$ cat src/rtl/ddma_mem_arbiter_pkg.sv
// Shared types and constants for the double-DMA memory port arbiter.
package ddma_mem_arbiter_pkg;

  localparam int ARB_MEM_W             = 32;
  localparam int ARB_MAX_BURST_DEFAULT = 16;

  typedef logic [ARB_MEM_W-1:0] memword;

  typedef enum logic [1:0] {
    ARB_IDLE = 2'd0,
    ARB_SEND = 2'd1,
    ARB_RECV = 2'd2
  } arb_owner_t;

endpackage

$ cat src/rtl/ddma_mem_arbiter_rr_pick2.sv
// Two-way round-robin selector: a lone requester wins, a tie goes to the
// requester that was not served last.
module rr_pick2
  import ddma_mem_arbiter_pkg::*;
(
  input  logic [1:0] i_req,
  input  arb_owner_t i_last_served,
  output arb_owner_t o_winner
);

  // Winner selection; bit 0 is SEND, bit 1 is RECV.
  always_comb begin
    o_winner = ARB_IDLE;
    case (i_req)
      2'b01:   o_winner = ARB_SEND;
      2'b10:   o_winner = ARB_RECV;
      2'b11:   o_winner = (i_last_served == ARB_RECV) ? ARB_SEND : ARB_RECV;
      default: o_winner = ARB_IDLE;
    endcase
  end

endmodule

$ cat src/rtl/ddma_mem_arbiter.sv
// Memory port arbiter between the SEND (read) and RECV (write) DMA engines.
// Defining DDMA_ARB_STATS_EN adds saturating per-engine beat counters.
module ddma_mem_arbiter
  import ddma_mem_arbiter_pkg::*;
#(
  parameter int MEMORY_BUS_WIDTH = 32,
  parameter int MAX_BURST        = ARB_MAX_BURST_DEFAULT
) (
  input  logic                        clock,
  input  logic                        reset,
  input  logic                        tx_req,
  input  logic                        tx_last,
  input  logic [MEMORY_BUS_WIDTH-1:0] tx_addr,
  output logic                        tx_gnt,
  output logic [MEMORY_BUS_WIDTH-1:0] tx_rdata,
  input  logic                        rx_req,
  input  logic                        rx_last,
  input  logic [MEMORY_BUS_WIDTH-1:0] rx_addr,
  input  logic [MEMORY_BUS_WIDTH-1:0] rx_data,
  input  logic [3:0]                  rx_wb,
  output logic                        rx_gnt,
  output logic [MEMORY_BUS_WIDTH-1:0] addr_out,
  output logic [MEMORY_BUS_WIDTH-1:0] data_out,
  output logic [3:0]                  wb_out,
  input  logic [MEMORY_BUS_WIDTH-1:0] data_in,
  output arb_owner_t                  owner
`ifdef DDMA_ARB_STATS_EN
  ,
  output logic [31:0]                 tx_beat_cnt,
  output logic [31:0]                 rx_beat_cnt
`endif
);

  localparam logic [7:0] LP_MAX_BURST = 8'(MAX_BURST);

  arb_owner_t r_state;
  arb_owner_t w_next_state;
  arb_owner_t r_last_served;
  arb_owner_t w_next_last_served;
  arb_owner_t w_pick;
  logic [7:0] r_beat_cnt;
  logic [7:0] w_next_beat_cnt;
  logic [7:0] w_cnt_inc;
  logic       w_cur_req;
  logic       w_cur_last;

  rr_pick2 u_pick (
    .i_req         ({rx_req, tx_req}),
    .i_last_served (r_last_served),
    .o_winner      (w_pick)
  );

  assign w_cnt_inc = r_beat_cnt + 8'd1;

  // Request/last of whichever engine currently owns the port.
  always_comb begin
    w_cur_req  = 1'b0;
    w_cur_last = 1'b0;
    case (r_state)
      ARB_SEND: begin
        w_cur_req  = tx_req;
        w_cur_last = tx_last;
      end
      ARB_RECV: begin
        w_cur_req  = rx_req;
        w_cur_last = rx_last;
      end
      default: begin
        w_cur_req  = 1'b0;
        w_cur_last = 1'b0;
      end
    endcase
  end

  // Next-state, burst counter and release bookkeeping.
  always_comb begin
    w_next_state       = r_state;
    w_next_beat_cnt    = r_beat_cnt;
    w_next_last_served = r_last_served;
    case (r_state)
      ARB_IDLE: begin
        w_next_state    = w_pick;
        w_next_beat_cnt = 8'd0;
      end
      ARB_SEND, ARB_RECV: begin
        // Dropped request, final beat or full burst all hand the port back.
        if (!w_cur_req || w_cur_last || (w_cnt_inc == LP_MAX_BURST)) begin
          w_next_state       = ARB_IDLE;
          w_next_beat_cnt    = 8'd0;
          w_next_last_served = r_state;
        end else begin
          w_next_beat_cnt = w_cnt_inc;
        end
      end
      default: begin
        w_next_state    = ARB_IDLE;
        w_next_beat_cnt = 8'd0;
      end
    endcase
  end

  // Arbiter state registers.
  always_ff @(posedge clock or negedge reset) begin
    if (!reset) begin
      r_state       <= ARB_IDLE;
      r_beat_cnt    <= 8'd0;
      r_last_served <= ARB_SEND;
    end else begin
      r_state       <= w_next_state;
      r_beat_cnt    <= w_next_beat_cnt;
      r_last_served <= w_next_last_served;
    end
  end

  // Memory interface mux driven by the registered owner.
  always_comb begin
    addr_out = '0;
    data_out = '0;
    wb_out   = 4'd0;
    case (r_state)
      ARB_SEND: begin
        addr_out = tx_addr;
      end
      ARB_RECV: begin
        addr_out = rx_addr;
        data_out = rx_data;
        wb_out   = rx_wb;
      end
      default: begin
        addr_out = '0;
        data_out = '0;
        wb_out   = 4'd0;
      end
    endcase
  end

  assign tx_gnt   = (r_state == ARB_SEND);
  assign rx_gnt   = (r_state == ARB_RECV);
  assign owner    = r_state;
  assign tx_rdata = data_in;

`ifdef DDMA_ARB_STATS_EN
  logic [31:0] r_tx_beats;
  logic [31:0] r_rx_beats;

  // Saturating beat counters, one per engine.
  always_ff @(posedge clock or negedge reset) begin
    if (!reset) begin
      r_tx_beats <= 32'd0;
      r_rx_beats <= 32'd0;
    end else begin
      if (tx_gnt && tx_req && (r_tx_beats != 32'hFFFF_FFFF)) begin
        r_tx_beats <= r_tx_beats + 32'd1;
      end
      if (rx_gnt && rx_req && (r_rx_beats != 32'hFFFF_FFFF)) begin
        r_rx_beats <= r_rx_beats + 32'd1;
      end
    end
  end

  assign tx_beat_cnt = r_tx_beats;
  assign rx_beat_cnt = r_rx_beats;
`endif

endmodule

$ cat config.mk
export PLATFORM = sky130hd
export DESIGN_NAME = ddma_mem_arbiter
export DESIGN_NICKNAME = d
export VERILOG_FILES = /design/src/rtl/ddma_mem_arbiter_pkg.sv /design/src/rtl/ddma_mem_arbiter_rr_pick2.sv /design/src/rtl/ddma_mem_arbiter.sv
export SDC_FILE = /design/constraint.sdc
export NUM_CORES = 1
export LEC_CHECK = 0
export CAP_MARGIN = 10
export CORE_AREA = 2 2 94 96
export DETAILED_ROUTE_END_ITERATION = 8
export DIE_AREA = 0 0 96 98
export PLACE_DENSITY = 0.67
export RECOVER_POWER = 25
export SLEW_MARGIN = 40
export SYNTH_ARGS = -nofsm -noshare
export SYNTH_HDL_FRONTEND = slang
export SYNTH_SLANG_ARGS = --single-unit
$ cat constraint.sdc
create_clock -name clock -period 5.95 [get_ports clock]
set_clock_uncertainty 0.05 [all_clocks]
set_input_delay 0.8925 -clock clock [delete_from_list [all_inputs] [get_ports clock]]
set_output_delay 0.8925 -clock clock [all_outputs]
set_load 0.01 [all_outputs]
==> metrics.txt <==
final worst path period share 54.7%; final hold vios 0; final wirelength 7440 um; xor and xnor fraction of the mapped netlist area 2.51%; RR Startpoint owner[0]; post-CTS setup buffer count 0; Sw Pwr 0.420 mW; Routed Antenna Nets 0; Fmax just over 300 MHz; Synth Flop Type dfrtp_1; Core Region 8470 sq um; Worst Hold Depth 1; Syn Std Cell Area 1740 sq um; Critical Path Source Type register; HPWL Detailed slightly above 6000 um; CTS Hold Bufs 0; RSZ-0062 raised after global routing no; H-Tree Depth 1; pwr/cell area 310 nW/um^2; CTS Buffer Depth 2; Max Cap Viol 0; 1st-iter DRT viols 58; largest net degree at the start of global routing between 70 and 80; Initial Utilization approximately a fifth; CTS tree built; Final setup viols 0; first-pass GRT wire length around 11,000 um; fill cell count ~830; CTS resizes 0; Worst Hold Launch r_last_served[1]; CP Capture Type primary output; die area 9410 sq um; wire per inst 15.9 um; vias in the first global route 2,187; io pins 242; main combinational cell family by area after synthesis simple AND/OR/NAND/NOR gates; worst-path fanout max 71; sw frac 39.6%; post-place setup slack between 2 and 3 ns; Post-Synth Simple-Gate Area 33.6%; CTS sink cnt 12; Mean Syn Cell Area 7.68 sq um; max-slew violations 0; Skew-Pair Late Insertion Delay 0.25 ns; drt first pass iters 4; Area Overhead vs Synth 96.1%; port bufs 177; Rows 34; Synth Register Bits 12; Die Ht 98 um; P_leak approximately 1.2 nW; CTS buffer count 3; Worst R2R Path Depth 6; sequential-to-total area share from yosys stat 17.3%; r2r setup slk about 3.7 ns; Final WS setup 2.70 ns; setup TNS 0 ns; multiplexer area fraction after synthesis 1.43%; via-per-instance ratio around 4.4; post-synthesis cell type count 38; global route overflow 0; GP Congestion just under 0.8; Max rail drop VDD about 0.16 mV; Clk pin slew, worst setup/hold paths 0.05 ns; crit path DAT roughly 2.3 ns; fin util slightly above 40%; Syn. warnings 0; Setup Crit Path Kind reg -> out; internal power 0.640 mW; Final nets 503; clock power share 8.5%; ys async rst share 100%; Post-Synth Adder-Cell Area 3.59%; min Tclk post-route 3.25 ns; Post-synth EDFFs 0; # DRC 0; Overall Global Routing Usage between 10% and 20%; Hold Crit Class reg -> reg; Reg power frac 10.6%; Slew @ Worst Pin 0.636 ns; Worst EP required 5.01 ns; die extent in x 96 um; Synth Area in Compound Gates 22.8%; initial antenna violation count 0; status completed; FF-to-FF End r_last_served[1]; Max transition margin between 50% and 60%; layout cell share with drive strength beyond 1 4.74%; clock root buffer clkbuf_8; diode count 0; Mapped Cells 227; power share of the combinational group 80.9%; WHS Endpoint r_last_served[1]; vias post-DR 2,069; Mapped Nets 370
[worst max path at each step]
stage                startpoint           end  slack [ns]
floorplan              owner[0]  data_out[10]        3.37
global placement       owner[0]  addr_out[16]        2.65
detailed placement  rx_addr[16]  addr_out[16]        2.87
CTS                    owner[0]  addr_out[16]        2.68
global route           owner[0]   addr_out[7]        2.48
finish                 owner[0]  addr_out[16]        2.70
[cells in the mapped netlist (2+ instances only)]
| cell | n | area share (%) |
|---|---|---|
| buf_4 | 32 | 14 |
| xor2_1 | 2 | 1.0 |
| a21oi_1 | 3 | 0.86 |
| nand2_1 | 6 | 1.3 |
| a22oi_1 | 33 | 14 |
| nor2b_1 | 32 | 11 |
| ha_1 | 5 | 3.6 |
| nand3_1 | 4 | 1.1 |
| and4_4 | 2 | 1.3 |
| nor3_1 | 3 | 0.86 |
| inv_1 | 5 | 1.1 |
| clkbuf_1 | 17 | 3.7 |
| and2_1 | 36 | 13 |
| a31o_1 | 2 | 1.0 |
| xnor2_1 | 3 | 1.5 |
| a211o_1 | 2 | 1.0 |
| nor2_1 | 9 | 1.9 |
| dfrtp_1 | 11 | 16 |
[per-layer routing]
layer / vias up / routed length (um) / GRT usage (%)
met4: 0 / 210 / 5.49
met2: 117 / 3480 / 25.4
met3: 21 / 1280 / 9.72
li1: 1005 / - / -
met5: - / 0 / 0
met1: 926 / 2470 / 14.8
[per-stage QoR]
step,cells,cell area [sq um],hold WS (ns),total power [mW]
4_1_cts,467,3420,0.465,1.07
3_5_place_dp,463,3360,0.454,0.977
3_3_place_gp,463,3350,0.444,0.965
6_report,467,3420,0.468,1.06
5_1_grt,467,3420,0.502,1.15
2_1_floorplan,227,1740,0.423,0.575
[worst max-delay path, cell delays in order (launching register included)]
cell and delay, ns:
dfrtp_1 0.42, inv_1 0.14, ha_4 0.56, a22oi_1 0.20, nor2b_1 0.14, clkdlybuf4s50_1 0.57
[cells in the final DEF (no fill, tap or decap), drive strengths merged]
cell	synthesis	layout
a211o	2	2
a211oi	1	1
a21bo	1	1
a21o	1	1
a21oi	3	3
a22o	1	1
a22oi	33	33
a31o	2	2
a31oi	1	1
and2	37	37
and3	1	1
and4	2	2
buf	33	1
clkbuf	17	4
clkdlybuf4s50	0	176
dfrtp	11	11
dfstp	1	1
dlygate4sd3	0	1
ha	5	5
inv	5	5
mux2	1	1
mux2i	1	1
nand2	6	6
nand3	4	4
nand4	1	1
nor2	9	9
nor2b	32	32
nor3	3	3
o2111ai	1	1
o211ai	1	1
o21ai	3	3
or2b	1	1
or3	2	2
xnor2	3	3
xor2	2	2
[cell families (layout without fill, tap and decap cells)]
group	Yosys count	after routing
adder cells (fa/ha/maj)	5	5
AND/OR/NAND/NOR	98	98
flip-flops	12	12
buffers and inverters	55	187
AO/OA/AOI/OAI	50	50
multiplexers	2	2
XOR/XNOR	5	5
[sequential cells by signal, summed over array words and instances, names as in the netlist]
signal	count
r_last_served	2
r_beat_cnt	8
owner	2
[power by group through the flow]
| stage | clock network [mW] | logic, mW | registers, mW |
|---|---|---|---|
| 2_1_floorplan | 0 | 0.463 | 0.112 |
| 3_3_place_gp | 0 | 0.853 | 0.112 |
| 3_5_place_dp | 0 | 0.862 | 0.115 |
| 4_1_cts | 0.0928 | 0.869 | 0.113 |
| 5_1_grt | 0.0972 | 0.934 | 0.116 |
| 6_report | 0.0895 | 0.857 | 0.112 |
[area by class of cell]
type | count | area (sq um) | area share (%)
multi-input cells | 160 | 1130 | 33.0
clock buffers | 4 | 55.1 | 1.61
repair buffers | 178 | 1780 | 52.0
inverters | 5 | 18.8 | 0.549
flip-flops and latches | 12 | 302 | 8.82
well taps | 108 | 135 | 3.95
No activity file was read; power rests on OpenSTA's default activity.
